$ cat config.mk
export PLATFORM = sky130hd
export DESIGN_NAME = rr_timeout_arbiter
export DESIGN_NICKNAME = d
export VERILOG_FILES = /design/src/rtl/rr_timeout_arbiter_pkg.sv /design/src/rtl/rr_timeout_arbiter_pick.sv /design/src/rtl/rr_timeout_arbiter.sv
export SDC_FILE = /design/constraint.sdc
export NUM_CORES = 1
export LEC_CHECK = 0
export BUFFER_PORTS_ARGS = -buffer_cell sky130_fd_sc_hd__buf_2
export CAP_MARGIN = 5
export CORE_AREA = 8 8 51 64
export DETAILED_ROUTE_END_ITERATION = 7
export DIE_AREA = 0 0 59 72
export PLACE_DENSITY_LB_ADDON = 0.1
export SLEW_MARGIN = 20
export SYNTH_ARGS = -nofsm -noshare
export SYNTH_HDL_FRONTEND = slang
export SYNTH_SLANG_ARGS = --single-unit
$ cat constraint.sdc
create_clock -name clk -period 1.8 [get_ports clk]
set_input_delay 0.09 -clock clk [delete_from_list [all_inputs] [get_ports clk]]
set_output_delay 0.09 -clock clk [all_outputs]
set_load 0.1 [all_outputs]
$ cat src/rtl/rr_timeout_arbiter_pkg.sv
// Shared definitions for the round-robin timeout arbiter: FSM encodings and
// index helpers sized for the largest supported requester count.
package rr_timeout_arbiter_pkg;

  localparam int MAX_REQ = 8;
  localparam int IDX_W   = 3;

  typedef enum logic {
    ST_IDLE  = 1'b0,
    ST_GRANT = 1'b1
  } arb_state_t;

  // Circular successor of idx in a ring of n entries.
  function automatic logic [IDX_W-1:0] next_idx(input logic [IDX_W-1:0] idx,
                                                input logic [IDX_W:0]   n);
    logic [IDX_W:0] inc;
    inc = {1'b0, idx} + {{IDX_W{1'b0}}, 1'b1};
    if (inc >= n) begin
      next_idx = {IDX_W{1'b0}};
    end else begin
      next_idx = inc[IDX_W-1:0];
    end
  endfunction

  function automatic logic [MAX_REQ-1:0] onehot(input logic [IDX_W-1:0] idx);
    onehot      = {MAX_REQ{1'b0}};
    onehot[idx] = 1'b1;
  endfunction

endpackage

$ cat src/rtl/rr_timeout_arbiter_pick.sv
// Combinational circular priority search: first set request bit at or after
// ptr, wrapping at N_REQ.
module rr_pick #(
  parameter int N_REQ = 3,
  parameter int ID_W  = 2
) (
  input  logic [N_REQ-1:0] req,
  input  logic [ID_W-1:0]  ptr,
  output logic [ID_W-1:0]  winner,
  output logic             found
);

  // Scan offsets 0..N_REQ-1 from ptr; the first hit wins.
  always_comb begin
    int idx;
    idx    = 0;
    winner = {ID_W{1'b0}};
    found  = 1'b0;
    for (int k = 0; k < N_REQ; k++) begin
      idx = int'(ptr) + k;
      if (idx >= N_REQ) begin
        idx = idx - N_REQ;
      end else begin
        idx = idx;
      end
      if (!found && req[idx]) begin
        found  = 1'b1;
        winner = ID_W'(idx);
      end else begin
        found  = found;
      end
    end
  end

endmodule

$ cat src/rtl/rr_timeout_arbiter.sv
// Round-robin arbiter with bounded hold: grants one requester at a time,
// rotates priority after each grant and preempts owners past MAX_HOLD.
module rr_timeout_arbiter
  import rr_timeout_arbiter_pkg::*;
#(
  parameter int N_REQ    = 3,
  parameter int ID_W     = 2,
  parameter int MAX_HOLD = 4,
  parameter int CNT_W    = 4
) (
  input  logic             clk,
  input  logic             rst,
  input  logic [N_REQ-1:0] req,
  output logic [N_REQ-1:0] grant,
  output logic             grant_valid,
  output logic [ID_W-1:0]  grant_id,
  output logic             preempt,
  output logic [CNT_W-1:0] hold_cnt
);

  localparam logic [CNT_W-1:0] HOLD_LIM = CNT_W'(MAX_HOLD);
  // With MAX_HOLD = 0 the counter only saturates at its full range.
  localparam logic [CNT_W-1:0] HOLD_SAT = (MAX_HOLD == 0) ? {CNT_W{1'b1}} : CNT_W'(MAX_HOLD);

  arb_state_t       state_r, state_s;
  logic [ID_W-1:0]  ptr_r, ptr_s;
  logic [ID_W-1:0]  owner_r, owner_s;
  logic [ID_W-1:0]  winner_s;
  logic             found_s;
  logic [N_REQ-1:0] owner_oh_s;
  logic [N_REQ-1:0] others_s;
  logic [N_REQ-1:0] grant_s;
  logic             grant_valid_s;
  logic [ID_W-1:0]  grant_id_s;
  logic             preempt_s;
  logic [CNT_W-1:0] hold_s;

  rr_pick #(
    .N_REQ (N_REQ),
    .ID_W  (ID_W)
  ) u_pick (
    .req    (req),
    .ptr    (ptr_r),
    .winner (winner_s),
    .found  (found_s)
  );

  assign owner_oh_s = N_REQ'(onehot(IDX_W'(owner_r)));
  assign others_s   = req & ~owner_oh_s;

  // Next-state and next-output logic; every release returns to an idle gap.
  always_comb begin
    state_s       = state_r;
    ptr_s         = ptr_r;
    owner_s       = owner_r;
    grant_s       = grant;
    grant_valid_s = grant_valid;
    grant_id_s    = grant_id;
    preempt_s     = 1'b0;
    hold_s        = hold_cnt;
    case (state_r)
      ST_IDLE: begin
        if (found_s) begin
          state_s       = ST_GRANT;
          owner_s       = winner_s;
          grant_s       = N_REQ'(onehot(IDX_W'(winner_s)));
          grant_valid_s = 1'b1;
          grant_id_s    = winner_s;
          hold_s        = {{(CNT_W-1){1'b0}}, 1'b1};
          ptr_s         = ID_W'(next_idx(IDX_W'(winner_s), (IDX_W+1)'(N_REQ)));
        end else begin
          grant_s       = {N_REQ{1'b0}};
          grant_valid_s = 1'b0;
          grant_id_s    = {ID_W{1'b0}};
          hold_s        = {CNT_W{1'b0}};
        end
      end
      ST_GRANT: begin
        if (!req[owner_r] ||
            ((MAX_HOLD != 0) && (hold_cnt == HOLD_LIM) && (others_s != {N_REQ{1'b0}}))) begin
          state_s       = ST_IDLE;
          preempt_s     = req[owner_r];
          grant_s       = {N_REQ{1'b0}};
          grant_valid_s = 1'b0;
          grant_id_s    = {ID_W{1'b0}};
          hold_s        = {CNT_W{1'b0}};
        end else if (hold_cnt < HOLD_SAT) begin
          hold_s = hold_cnt + {{(CNT_W-1){1'b0}}, 1'b1};
        end else begin
          hold_s = hold_cnt;
        end
      end
      default: begin
        state_s       = ST_IDLE;
        grant_s       = {N_REQ{1'b0}};
        grant_valid_s = 1'b0;
        grant_id_s    = {ID_W{1'b0}};
        hold_s        = {CNT_W{1'b0}};
      end
    endcase
  end

  // State, pointer and registered outputs.
  always_ff @(posedge clk or posedge rst) begin
    if (rst) begin
      state_r     <= ST_IDLE;
      ptr_r       <= {ID_W{1'b0}};
      owner_r     <= {ID_W{1'b0}};
      grant       <= {N_REQ{1'b0}};
      grant_valid <= 1'b0;
      grant_id    <= {ID_W{1'b0}};
      preempt     <= 1'b0;
      hold_cnt    <= {CNT_W{1'b0}};
    end else begin
      state_r     <= state_s;
      ptr_r       <= ptr_s;
      owner_r     <= owner_s;
      grant       <= grant_s;
      grant_valid <= grant_valid_s;
      grant_id    <= grant_id_s;
      preempt     <= preempt_s;
      hold_cnt    <= hold_s;
    end
  end

endmodule

==> load_flow_metrics.sql <==
INSERT INTO impl_metrics (metric_group, metric, value, unit) VALUES
('outcome', 'outcome', 'finished, violations left', ''),
('outcome', 'violations', 'setup timing', ''),
('synthesis', 'synth_cells', '104', ''),
('die', 'initial_utilization', '0.429', ''),
('global_route', 'largest_net_degree_at_the_start_of_global_routing', '17', ''),
('synthesis', 'syn_avg_cell_area', '9.49', 'um2'),
('placed_design', 'estimated_wirelength_of_the_detail_placed_design', '1790', 'um'),
('global_route', 'grt_residual_overflow', '0', ''),
('layout', 'proportion_of_layout_cells_with_a_drive_suffix_above_1', '0.464', ''),
('routing', 'post_drt_wl_per_cell', '14.5', 'um'),
('worst_setup_path', 'crit-reg2reg-launch', 'ptr_r[1]', ''),
('timing', 'achievable-frequency', '545', 'MHz'),
('global_route', 'antenna_found_initial', '0', ''),
('synthesis', 'ys_seq_area_frac', '0.406', ''),
('worst_setup_path', 'worstReg2RegEnd', 'hold_cnt[0]', ''),
('synthesis', 'netlist_area', '987', 'um2'),
('flow_run', 'timing.max_cap.violations', '0', ''),
('layout', 'n_antenna_cell', '0', ''),
('die', 'chipWidth', '59', 'um'),
('global_route', 'grt_use_total', '0.127', ''),
('clocking', 'cts.reportedPaths.clkPinSlew', '0.09', 'ns'),
('timing', 'period_minus_slack', '1.83', 'ns'),
('timing', 'setup_viol', '5', ''),
('timing', 'clock-skew-final', '0.00378', 'ns'),
('clocking', 'cts.sink_count', '16', ''),
('clocking', 'cts_tree', 'built', ''),
('clocking', 'ctsHtreeMaxLevel', '1', ''),
('worst_setup_path', 'setup_slack_on_the_worst_flop_to_flop_path', '-0.03', 'ns'),
('layout', 'layout.nets', '150', ''),
('worst_setup_path', 'endpoint_class_of_the_critical_path', 'register', ''),
('clocking', 'maximum_clock_path_buffer_count', '2', ''),
('synthesis', 'yosys_register_bits', '16', ''),
('timing', 'final-hold-violation-count', '0', ''),
('worst_setup_path', 'timing.critical_path.from_type', 'register', ''),
('die', 'fp.coreArea', '2300', 'um2'),
('timing', 'maxSlewViolCount', '0', ''),
('die', 'rows', '20', ''),
('timing', 'tightest_slew', '0.594', 'ns'),
('worst_setup_path', 'worst_ep_arrival_time', '2.00', 'ns'),
('timing', 'fin_crit_sh', '1.02', ''),
('global_route', 'grt_pass1_wl', '4140', 'um'),
('min_path', 'worstHoldPathType', 'in -> reg', ''),
('routing', 'detail-route-antenna-nets', '0', ''),
('clocking', 'cts_inserted_buffers', '3', ''),
('timing', 'rsz0062_at_grt', 'true', ''),
('worst_setup_path', 'critPathLaunch', 'ptr_r[1]', ''),
('timing', 'max_slew_margin', '0.603', ''),
('die', 'fp.dieArea', '4250', 'um2'),
('timing', 'timing.final.ws_setup', '-0.0343', 'ns'),
('worst_setup_path', 'critPathCapture', 'hold_cnt[0]', ''),
('layout', 'mostFrequentLayoutCell', 'sky130_fd_sc_hd__buf_4', ''),
('worst_setup_path', 'critPathMaxFanout', '7', ''),
('routing', 'first_iter_violations', '15', ''),
('worst_setup_path', 'timing.setup.critical_path_class', 'reg -> reg', ''),
('placed_design', 'globalplace.congestion', '0.814', ''),
('die', 'ioPinCount', '16', ''),
('layout', 'fill_cells', '215', ''),
('routing', 'detail_route.vias_per_cell', '5.22', ''),
('synthesis', 'synth_cell_types', '34', ''),
('clocking', 'clock_insertion_delay_worst_skew', '0.29', 'ns'),
('worst_setup_path', 'worst_ep_required_time', '1.97', 'ns'),
('timing', 'totalNegativeSetupSlack', '-0.104', 'ns'),
('routing', 'route.detailed.drc', '0', ''),
('clocking', 'cts-root-buf', 'sky130_fd_sc_hd__clkbuf_4', ''),
('synthesis', 'synth_nets', '115', ''),
('die', 'floorplan.die.height', '72', 'um'),
('layout', 'flow.area_growth_from_synthesis', '42.6', '%'),
('placed_design', 'numPortBuffers', '15', ''),
('min_path', 'worstHoldStart', 'req[1]', ''),
('global_route', 'via_count_of_the_first_global_routing_pass', '929', ''),
('routing', 'drt-total-wl', '2480', 'um'),
('routing', 'detailedRoute.firstPassIterationCount', '4', ''),
('layout', 'most_used_cells_in_the_layout_excluding_fill_and_tap_cells', 'sky130_fd_sc_hd__buf_4 (17), sky130_fd_sc_hd__buf_2 (15), sky130_fd_sc_hd__dfrtp_1 (12), sky130_fd_sc_hd__inv_1 (8)', ''),
('routing', 'routed-via-count', '892', ''),
('synthesis', 'ys_warn_count', '0', ''),
('worst_setup_path', 'r2r_cells', '8', '');
flip-flops by register name, summed over array words and instances (netlist names):
register,flops
ptr_r,2
grant_valid,1
owner_r,2
hold_cnt,4
grant_id,2
grant,3
preempt,1
state_r,1
cells by family (layout without fill, tap and decap cells):
group,count (synthesis),after routing,synth area share
multiplexers,5,5,0.0532
AO/OA/AOI/OAI,32,32,0.229
flip-flops,16,16,0.406
AND/OR/NAND/NOR,30,30,0.170
adder cells (fa/ha/maj),6,6,0.0760
buffers and inverters,14,48,0.0570
XOR/XNOR,1,1,0.00887
per-layer routing:
metal  GRT usage  vias to the layer above  routed length, um
met4      0.0800                        0                 68
met5           0                        -                  0
met1       0.143                      424               1020
met2       0.215                       26               1300
li1            -                      434                  -
met3      0.0195                        8                 89
Yosys cell counts, drive strengths merged:
library cell / n / area share
inv: 10 / 0.038
a22o: 4 / 0.035
nor4b: 1 / 0.0089
nand4: 1 / 0.0063
o22ai: 1 / 0.0063
dfrtp: 16 / 0.41
mux2: 2 / 0.023
clkbuf: 1 / 0.0038
o221a: 1 / 0.011
a21o: 6 / 0.046
a41oi: 1 / 0.0089
and4b: 1 / 0.010
nor2: 7 / 0.027
a211oi: 2 / 0.020
buf: 3 / 0.015
nand2b: 1 / 0.0063
a221o: 1 / 0.010
nand3b: 3 / 0.023
a2111o: 1 / 0.011
nand3: 4 / 0.020
a31o: 1 / 0.0089
nand2: 6 / 0.023
o21ai: 8 / 0.041
and3: 1 / 0.0063
a21oi: 6 / 0.030
ha: 6 / 0.076
or2: 1 / 0.0063
nor2b: 4 / 0.033
mux2i: 3 / 0.030
xnor2: 1 / 0.0089
per-stage QoR:
stage	hold slack [ns]	instances	util	setup slack, ns	cell area [um2]
floorplan	0.00354	104	-	0.0111	1020
global placement	0.184	160	0.523	-0.174	1200
detailed placement	0.186	160	0.523	-0.201	1200
CTS	0.312	171	0.594	-0.0396	1370
global route	0.359	171	0.611	-0.111	1410
finish	0.342	171	0.611	-0.0343	1410
worst min path at each step:
stage,to,slack (ns),depth (start not counted)
3_5_place_dp,ptr_r[1],0.19,2
3_3_place_gp,grant_id[0],0.18,2
6_report,grant[1],0.34,4
5_1_grt,grant[1],0.36,4
2_1_floorplan,grant[0],0.004,1
4_1_cts,preempt,0.31,4
worst max-delay path, stage by stage, from the launching register on:
cell                      delay, ns
sky130_fd_sc_hd__dfrtp_1       0.45
sky130_fd_sc_hd__inv_2         0.12
sky130_fd_sc_hd__ha_4          0.18
sky130_fd_sc_hd__mux2i_2       0.27
sky130_fd_sc_hd__o221a_2       0.23
sky130_fd_sc_hd__a31o_4        0.17
sky130_fd_sc_hd__buf_4         0.11
sky130_fd_sc_hd__buf_4         0.10
sky130_fd_sc_hd__o21ai_0       0.08
timing repair:
| item | in CTS | in global routing |
|---|---|---|
| gates resized for setup | 12 | 12 |
| endpoints found under the setup margin | 10 | 12 |
| setup buffers | 6 | 0 |
| cloned | 0 | 0 |
| pin swaps | 5 | 1 |
| hold buffers | 1 | 0 |
| hold endpoints to repair | 16 | 0 |
layout make-up:
type,instances,area (um2),area share
multi-input combinational,74,663,0.471
sequential,16,405,0.288
timing repair buffer,34,224,0.159
tap,33,41.3,0.0293
inverter,10,37.5,0.0267
clock buffer,4,36.3,0.0258
Power is not shown: default switching activity piles up to over one toggle a cycle in this logic, so the estimate is an artifact.
